<file path="src/rtl/uart_rx_if.sv">
// Byte-side bundle of the UART receiver.
// The consumer/driver side (master) supplies the oversample tick and the
// serial line; the receiver side (slave) returns the recovered byte and
// its status pulses.
interface uart_rx_if;
    logic       ena;        // oversample tick, one clk wide
    logic       in;         // asynchronous serial line, idle high
    logic [7:0] data;       // last correctly received byte
    logic       valid;      // one-clk pulse when data updates
    logic       frame_err;  // one-clk pulse on a low stop bit
    logic       busy;       // receiver not idle

    modport master (
        output ena,
        output in,
        input  data,
        input  valid,
        input  frame_err,
        input  busy
    );

    modport slave (
        input  ena,
        input  in,
        output data,
        output valid,
        output frame_err,
        output busy
    );
endinterface

</file>
<file path="src/rtl/uart_rx.sv">
// 8N1 UART receiver.
// The line is synchronized every clk, then an FSM advancing only on
// oversample ticks validates the start bit at mid-bit, samples eight data
// bits LSB first one bit period apart and checks the stop bit. A good frame
// updates data with a one-clk valid pulse; a low stop bit gives a one-clk
// frame_err pulse and parks the FSM until the line returns high.
module uart_rx #(
    parameter int OVERSAMPLE = 16
) (
    input  logic     clk,
    input  logic     rst,
    uart_rx_if.slave rx
);

    localparam int TW          = $clog2(OVERSAMPLE);
    localparam int SYNC_STAGES = 2;

    localparam logic [TW-1:0] HALF_LAST = TW'(OVERSAMPLE / 2 - 1);
    localparam logic [TW-1:0] FULL_LAST = TW'(OVERSAMPLE - 1);
    localparam logic [2:0]    LAST_BIT  = 3'd7;

    typedef enum logic [2:0] {
        S_IDLE  = 3'd0,
        S_START = 3'd1,
        S_DATA  = 3'd2,
        S_STOP  = 3'd3,
        S_BREAK = 3'd4
    } state_t;

    // Synchronizer chain; element SYNC_STAGES-1 is the usable line sample.
    logic sync_reg [SYNC_STAGES];
    logic in_s;

    state_t        state_reg;
    logic [TW-1:0] tick_cnt_reg;
    logic [2:0]    bit_cnt_reg;
    logic [7:0]    shift_reg;
    logic [7:0]    data_reg;
    logic          valid_reg;
    logic          frame_err_reg;

    // Metastability chain on the raw pin, free-running (not gated by ena)
    // and reset to the idle level so a reset never looks like a start bit.
    for (genvar gi = 0; gi < SYNC_STAGES; gi++) begin : g_sync
        if (gi == 0) begin : g_first
            // First stage captures the asynchronous pin.
            always_ff @(posedge clk) begin
                if (rst) begin
                    sync_reg[gi] <= 1'b1;
                end else begin
                    sync_reg[gi] <= rx.in;
                end
            end
        end else begin : g_rest
            // Later stages re-time the previous stage.
            always_ff @(posedge clk) begin
                if (rst) begin
                    sync_reg[gi] <= 1'b1;
                end else begin
                    sync_reg[gi] <= sync_reg[gi-1];
                end
            end
        end
    end

    assign in_s = sync_reg[SYNC_STAGES-1];

    // Frame FSM with its counters, shift register and registered outputs.
    // Pulses default low every clk; everything else only moves on ena.
    always_ff @(posedge clk) begin
        if (rst) begin
            state_reg     <= S_IDLE;
            tick_cnt_reg  <= '0;
            bit_cnt_reg   <= '0;
            shift_reg     <= '0;
            data_reg      <= '0;
            valid_reg     <= 1'b0;
            frame_err_reg <= 1'b0;
        end else begin
            valid_reg     <= 1'b0;
            frame_err_reg <= 1'b0;
            if (rx.ena) begin
                case (state_reg)
                    S_IDLE: begin
                        if (!in_s) begin
                            state_reg    <= S_START;
                            tick_cnt_reg <= '0;
                        end
                    end
                    S_START: begin
                        // Half a bit in: still low means a real start bit,
                        // high means it was a glitch and is dropped silently.
                        if (tick_cnt_reg == HALF_LAST) begin
                            if (!in_s) begin
                                state_reg    <= S_DATA;
                                tick_cnt_reg <= '0;
                                bit_cnt_reg  <= '0;
                            end else begin
                                state_reg <= S_IDLE;
                            end
                        end else begin
                            tick_cnt_reg <= tick_cnt_reg + TW'(1);
                        end
                    end
                    S_DATA: begin
                        // Mid-bit sampling: a full period after the
                        // start-bit centre lands on each data bit centre.
                        if (tick_cnt_reg == FULL_LAST) begin
                            shift_reg[bit_cnt_reg] <= in_s;
                            tick_cnt_reg           <= '0;
                            if (bit_cnt_reg == LAST_BIT) begin
                                state_reg <= S_STOP;
                            end else begin
                                bit_cnt_reg <= bit_cnt_reg + 3'd1;
                            end
                        end else begin
                            tick_cnt_reg <= tick_cnt_reg + TW'(1);
                        end
                    end
                    S_STOP: begin
                        if (tick_cnt_reg == FULL_LAST) begin
                            tick_cnt_reg <= '0;
                            if (in_s) begin
                                data_reg  <= shift_reg;
                                valid_reg <= 1'b1;
                                state_reg <= S_IDLE;
                            end else begin
                                // Keep the previous good byte on a bad frame.
                                frame_err_reg <= 1'b1;
                                state_reg     <= S_BREAK;
                            end
                        end else begin
                            tick_cnt_reg <= tick_cnt_reg + TW'(1);
                        end
                    end
                    S_BREAK: begin
                        // A line held low must go high before a new frame.
                        if (in_s) begin
                            state_reg <= S_IDLE;
                        end
                    end
                    default: begin
                        state_reg <= S_IDLE;
                    end
                endcase
            end
        end
    end

    assign rx.data      = data_reg;
    assign rx.valid     = valid_reg;
    assign rx.frame_err = frame_err_reg;
    assign rx.busy      = (state_reg != S_IDLE);

endmodule
</file>
<file path="src/flat_wrapper.sv">
// flat-port wrapper written by rule: the top's interface ports become plain ports
module uart_rx_flat 
#(
    parameter int OVERSAMPLE = 16
)
  (clk, rst, rx_ena, rx_in, rx_data, rx_valid, rx_frame_err, rx_busy);
  uart_rx_if rx_i ();
  input  logic clk;
  input  logic rst;
  input wire logic [$bits(rx_i.ena)-1:0] rx_ena;
  input wire logic [$bits(rx_i.in)-1:0] rx_in;
  output wire logic [$bits(rx_i.data)-1:0] rx_data;
  output wire logic [$bits(rx_i.valid)-1:0] rx_valid;
  output wire logic [$bits(rx_i.frame_err)-1:0] rx_frame_err;
  output wire logic [$bits(rx_i.busy)-1:0] rx_busy;
  assign rx_i.ena = rx_ena;
  assign rx_i.in = rx_in;
  assign rx_data = rx_i.data;
  assign rx_valid = rx_i.valid;
  assign rx_frame_err = rx_i.frame_err;
  assign rx_busy = rx_i.busy;
  uart_rx #(.OVERSAMPLE(OVERSAMPLE)) u_core (.clk(clk), .rst(rst), .rx(rx_i));
endmodule
</file>
<file path="config.mk">
export PLATFORM = sky130hd
export DESIGN_NAME = uart_rx_flat
export DESIGN_NICKNAME = d
export VERILOG_FILES = /design/src/rtl/uart_rx_if.sv /design/src/rtl/uart_rx.sv /design/src/flat_wrapper.sv
export SDC_FILE = /design/constraint.sdc
export NUM_CORES = 1
export LEC_CHECK = 0
export ABC_AREA = 1
export BUFFER_PORTS_ARGS = -buffer_cell sky130_fd_sc_hd__buf_2
export CORE_ASPECT_RATIO = 1.4
export CORE_MARGIN = 1
export CORE_UTILIZATION = 35
export CTS_BUF_LIST = sky130_fd_sc_hd__clkbuf_8 sky130_fd_sc_hd__clkbuf_16
export CTS_CLUSTER_DIAMETER = 50
export DETAILED_ROUTE_END_ITERATION = 12
export SLEW_MARGIN = 20
export SYNTH_ARGS = -nofsm -noshare
export SYNTH_HDL_FRONTEND = slang
export SYNTH_SLANG_ARGS = --single-unit
export TNS_END_PERCENT = 50
</file>
<file path="constraint.sdc">
create_clock -name clk -period 1.4 [get_ports clk]
set_clock_uncertainty 0.1 [all_clocks]
set_input_delay 0.07 -clock clk [delete_from_list [all_inputs] [get_ports clk]]
set_output_delay 0.07 -clock clk [all_outputs]
set_load 0.005 [all_outputs]
</file>
==> results.py <==
metrics = {
    "timing": {
        "setup_violations": 23,
        "fmax_mhz": 660,
        "finalHoldViolCount": 0,
        "rsz0062_at_grt": "yes",
        "finalCritPeriodShare_pct": 108,
        "worst_pin_slew_ps": 253,
        "fin_ws_ps": -115,
        "max_slew_margin_pct": 83.1,
        "slew_viol_final": 0,
        "fin_tns_setup_ps": -1500,
        "period_needed_ps": 1520,
    },
    "logic_synthesis": {
        "synth.area.top_cells": "dfxtp_1 38%, nand2_1 12%, nor2_1 9.6%",
        "ys_seq_elements": 30,
        "yosysWarnings": 0,
        "synth_xor_area_share_pct": 0.547,
        "yosysTopAreaCell": "dfxtp_1",
        "synth_cell_types": 36,
        "synth_top_family_by_area": "simple AND/OR/NAND/NOR gates",
        "synth_adder_area_share_pct": 2.34,
        "synthMuxAreaShare_pct": 0,
        "synth_nets": 226,
        "ys_seq_area_share_pct": 37.5,
        "netlist_instances": 219,
        "syn_area_um2": 1600,
        "async_flop_share_pct": 0,
        "synth_flop_cell": "dfxtp_1",
        "synth_top_area_share_pct": 37.5,
        "synth-simple-area-share_pct": 40.6,
        "synth_edf_count": 0,
        "synth_area_per_cell_um2": 7.31,
        "synth_compound_area_share_pct": 10.0,
    },
    "floorplanning": {
        "die-height_um": 82.0,
        "start_util_pct": 37.2,
        "rows": 28,
        "core_area_um2": 4310,
        "die_w_um": 59.2,
        "io_pins": 15,
        "die_area_um2": 4850,
    },
    "grt": {
        "grt_util_met1_pct": 19.8,
        "grt_util_met2_pct": 31.1,
        "grt_pass1_vias": 1429,
        "grt_max_degree": 22,
        "grt_pass1_wl_um": 6330,
        "grt_overflow_total": 0,
        "grt_use_met3_pct": 3.31,
        "antenna_found_initial": 0,
        "top_usage_layer": "met2",
        "globalRouteTotalUtil_pct": 17.5,
    },
    "critical_path": {
        "r2r_end": "u_core.rx.data[7]",
        "worstSetupStartpointType": "register",
        "worst-r2r-cell-count": 7,
        "path_class": "reg -> reg",
        "worstPathArrival_ps": 1620,
        "r2r_start": "u_core.tick_cnt_reg[0]",
        "worstPathMaxFanout": 12,
        "r2r_slack_ps": -120,
        "end_kind": "register",
        "required_ps": 1510,
    },
    "power": {
        "power.leakage_nw": 1.04,
        "p_sw_mw": 1.27,
        "swShare_pct": 36.7,
        "p_per_area_nw_per_um2": 1500,
        "max-vdd-ir-drop_v": 0.000637,
        "internal_power_mw": 2.18,
        "pwr-share-clk_pct": 26.0,
        "seqPwrFrac_pct": 30.4,
        "p_comb_share_pct": 43.6,
    },
    "placed_design": {
        "hpwlAfterDp_um": 2700,
        "place.gp.congestion": 0.846,
        "dpl.cell_count": 315,
        "portBuffers": 14,
    },
    "routing": {
        "wire_per_inst_um": 12.1,
        "ant_nets": 0,
        "drt_iter0_drc": 114,
        "viasPerCell": 4.69,
        "drt-pass1-iter-count": 4,
        "drc": 0,
        "routed_wl_um": 3970,
        "num_vias": 1542,
    },
    "min_path": {
        "holdPathStages": 5,
        "hold-path-endpoint": "u_core.state_reg[2]",
        "min_path_type": "in -> reg",
        "min-delay-start": "rx_ena",
    },
    "cells_and_area": {
        "final_core_util_pct": 53.4,
        "layout_common_cells": "45 x nand2_1, 40 x nor2_1, 27 x buf_4",
        "layout_commonest_cell": "nand2_1",
        "nets": 276,
        "drive_gt1_share_pct": 40.5,
        "fin_cells": 329,
        "syn_to_final_growth_pct": 43.6,
        "diodes": 0,
    },
    "clock_network": {
        "cts.sinks": 30,
        "cts_tree": "built",
        "cts_root_buf": "clkbuf_8",
        "cts_max_path_buffers": 2,
        "clkSlewWorstSetupHoldPaths_ps": 70,
        "h-tree-depth": 2,
        "cts-buffers-inserted": 5,
        "clock_latency_ps": 280,
    },
    "run_status": {
        "status": "complete, but fails checks",
        "violations": "negative setup slack",
    },
    "flow_run": {
        "drv_cap": 0,
    },
}
worst max path at each step:
stage,startpoint,slack (ps),endpoint,cells past startpoint
after CTS,u_core.tick_cnt_reg[0],-80,u_core.shift_reg[1],8
after global placement,u_core.tick_cnt_reg[2],-120,u_core.state_reg[2],8
after global routing,u_core.tick_cnt_reg[0],-230,u_core.shift_reg[1],8
final,u_core.tick_cnt_reg[0],-120,u_core.rx.data[7],7
after detailed placement,u_core.tick_cnt_reg[2],-110,u_core.state_reg[2],8
after floorplan,u_core.bit_cnt_reg[1],6,u_core.bit_cnt_reg[1],10
power by group through the flow:
stage | registers, mW | logic [mW] | clock network (mW)
after detailed placement | 1.03 | 1.27 | 0
final | 1.05 | 1.50 | 0.896
after global placement | 1.03 | 1.27 | 0
after floorplan | 1.04 | 0.801 | 0
after global routing | 1.06 | 1.63 | 0.957
after CTS | 1.02 | 1.31 | 0.915
cells by family after synthesis:
kind of cell / count (synthesis)
and+or+nand+nor: 130
adders and majority gates: 3
xor gates and xnor gates: 1
AOI/OAI and AO/OA: 27
buffers and inverters: 28
DFF: 30
layer usage:
| layer | wire (µm) | share of wire (%) |
|---|---|---|
| met1 | 1650 | 42 |
| met2 | 2120 | 54 |
| met3 | 123 | 3.1 |
| met4 | 64 | 1.6 |
| met5 | 0 | 0 |
stage by stage:
| stage | hold slack, ps | cell area [µm²] | setup slack (ps) | power (mW) |
|---|---|---|---|---|
| 3_5_place_dp | 160 | 1980 | -109 | 2.30 |
| 3_3_place_gp | 154 | 1980 | -117 | 2.30 |
| 5_1_grt | 199 | 2300 | -226 | 3.64 |
| 4_1_cts | 99.6 | 2160 | -79.8 | 3.25 |
| 2_1_floorplan | 31.7 | 1640 | 5.95 | 1.84 |
| 6_report | 169 | 2300 | -115 | 3.44 |
worst max-delay path: stages, from the launching register on:
cell and delay, ps:
dfxtp_2 360, ha_4 170, nand4_4 100, buf_4 170, nor3_4 170, buf_12 170
o21ai_0 70, a21oi_1 110
cell type report:
class	instances	area, µm²
Clock inverter	1	30.0
Fill cell	403	2010
Sequential cell	30	618
Multi-Input combinational cell	161	1000
Clock buffer	6	82.6
Timing Repair Buffer	49	404
Inverter	22	85.1
Tap cell	60	75.1
Yosys cell counts (2+ instances only):
cell type  number
nand2_2         2
nand2_1        52
o21ai_0         3
inv_2           2
nor2_4          4
buf_6           2
dfxtp_1        30
o21ai_2         2
o21ai_1         6
nand3_1        15
nand2_4         2
a21oi_2         2
nor2_1         41
ha_1            3
or2_2           2
a21oi_1        10
inv_1          19
nor3_4          3
nand4_1         2
timing repair:
| item | 4_1_cts | 5_1_grt |
|---|---|---|
| hold endpoints to repair | 6 | 0 |
| setup endpoints to repair | 21 | 26 |
| gates resized for setup | 8 | 25 |
| hold buffers | 2 | 0 |
| pin swaps | 4 | 12 |
| buffers inserted | 1 | 4 |
Power figures use the tool's default switching activity.
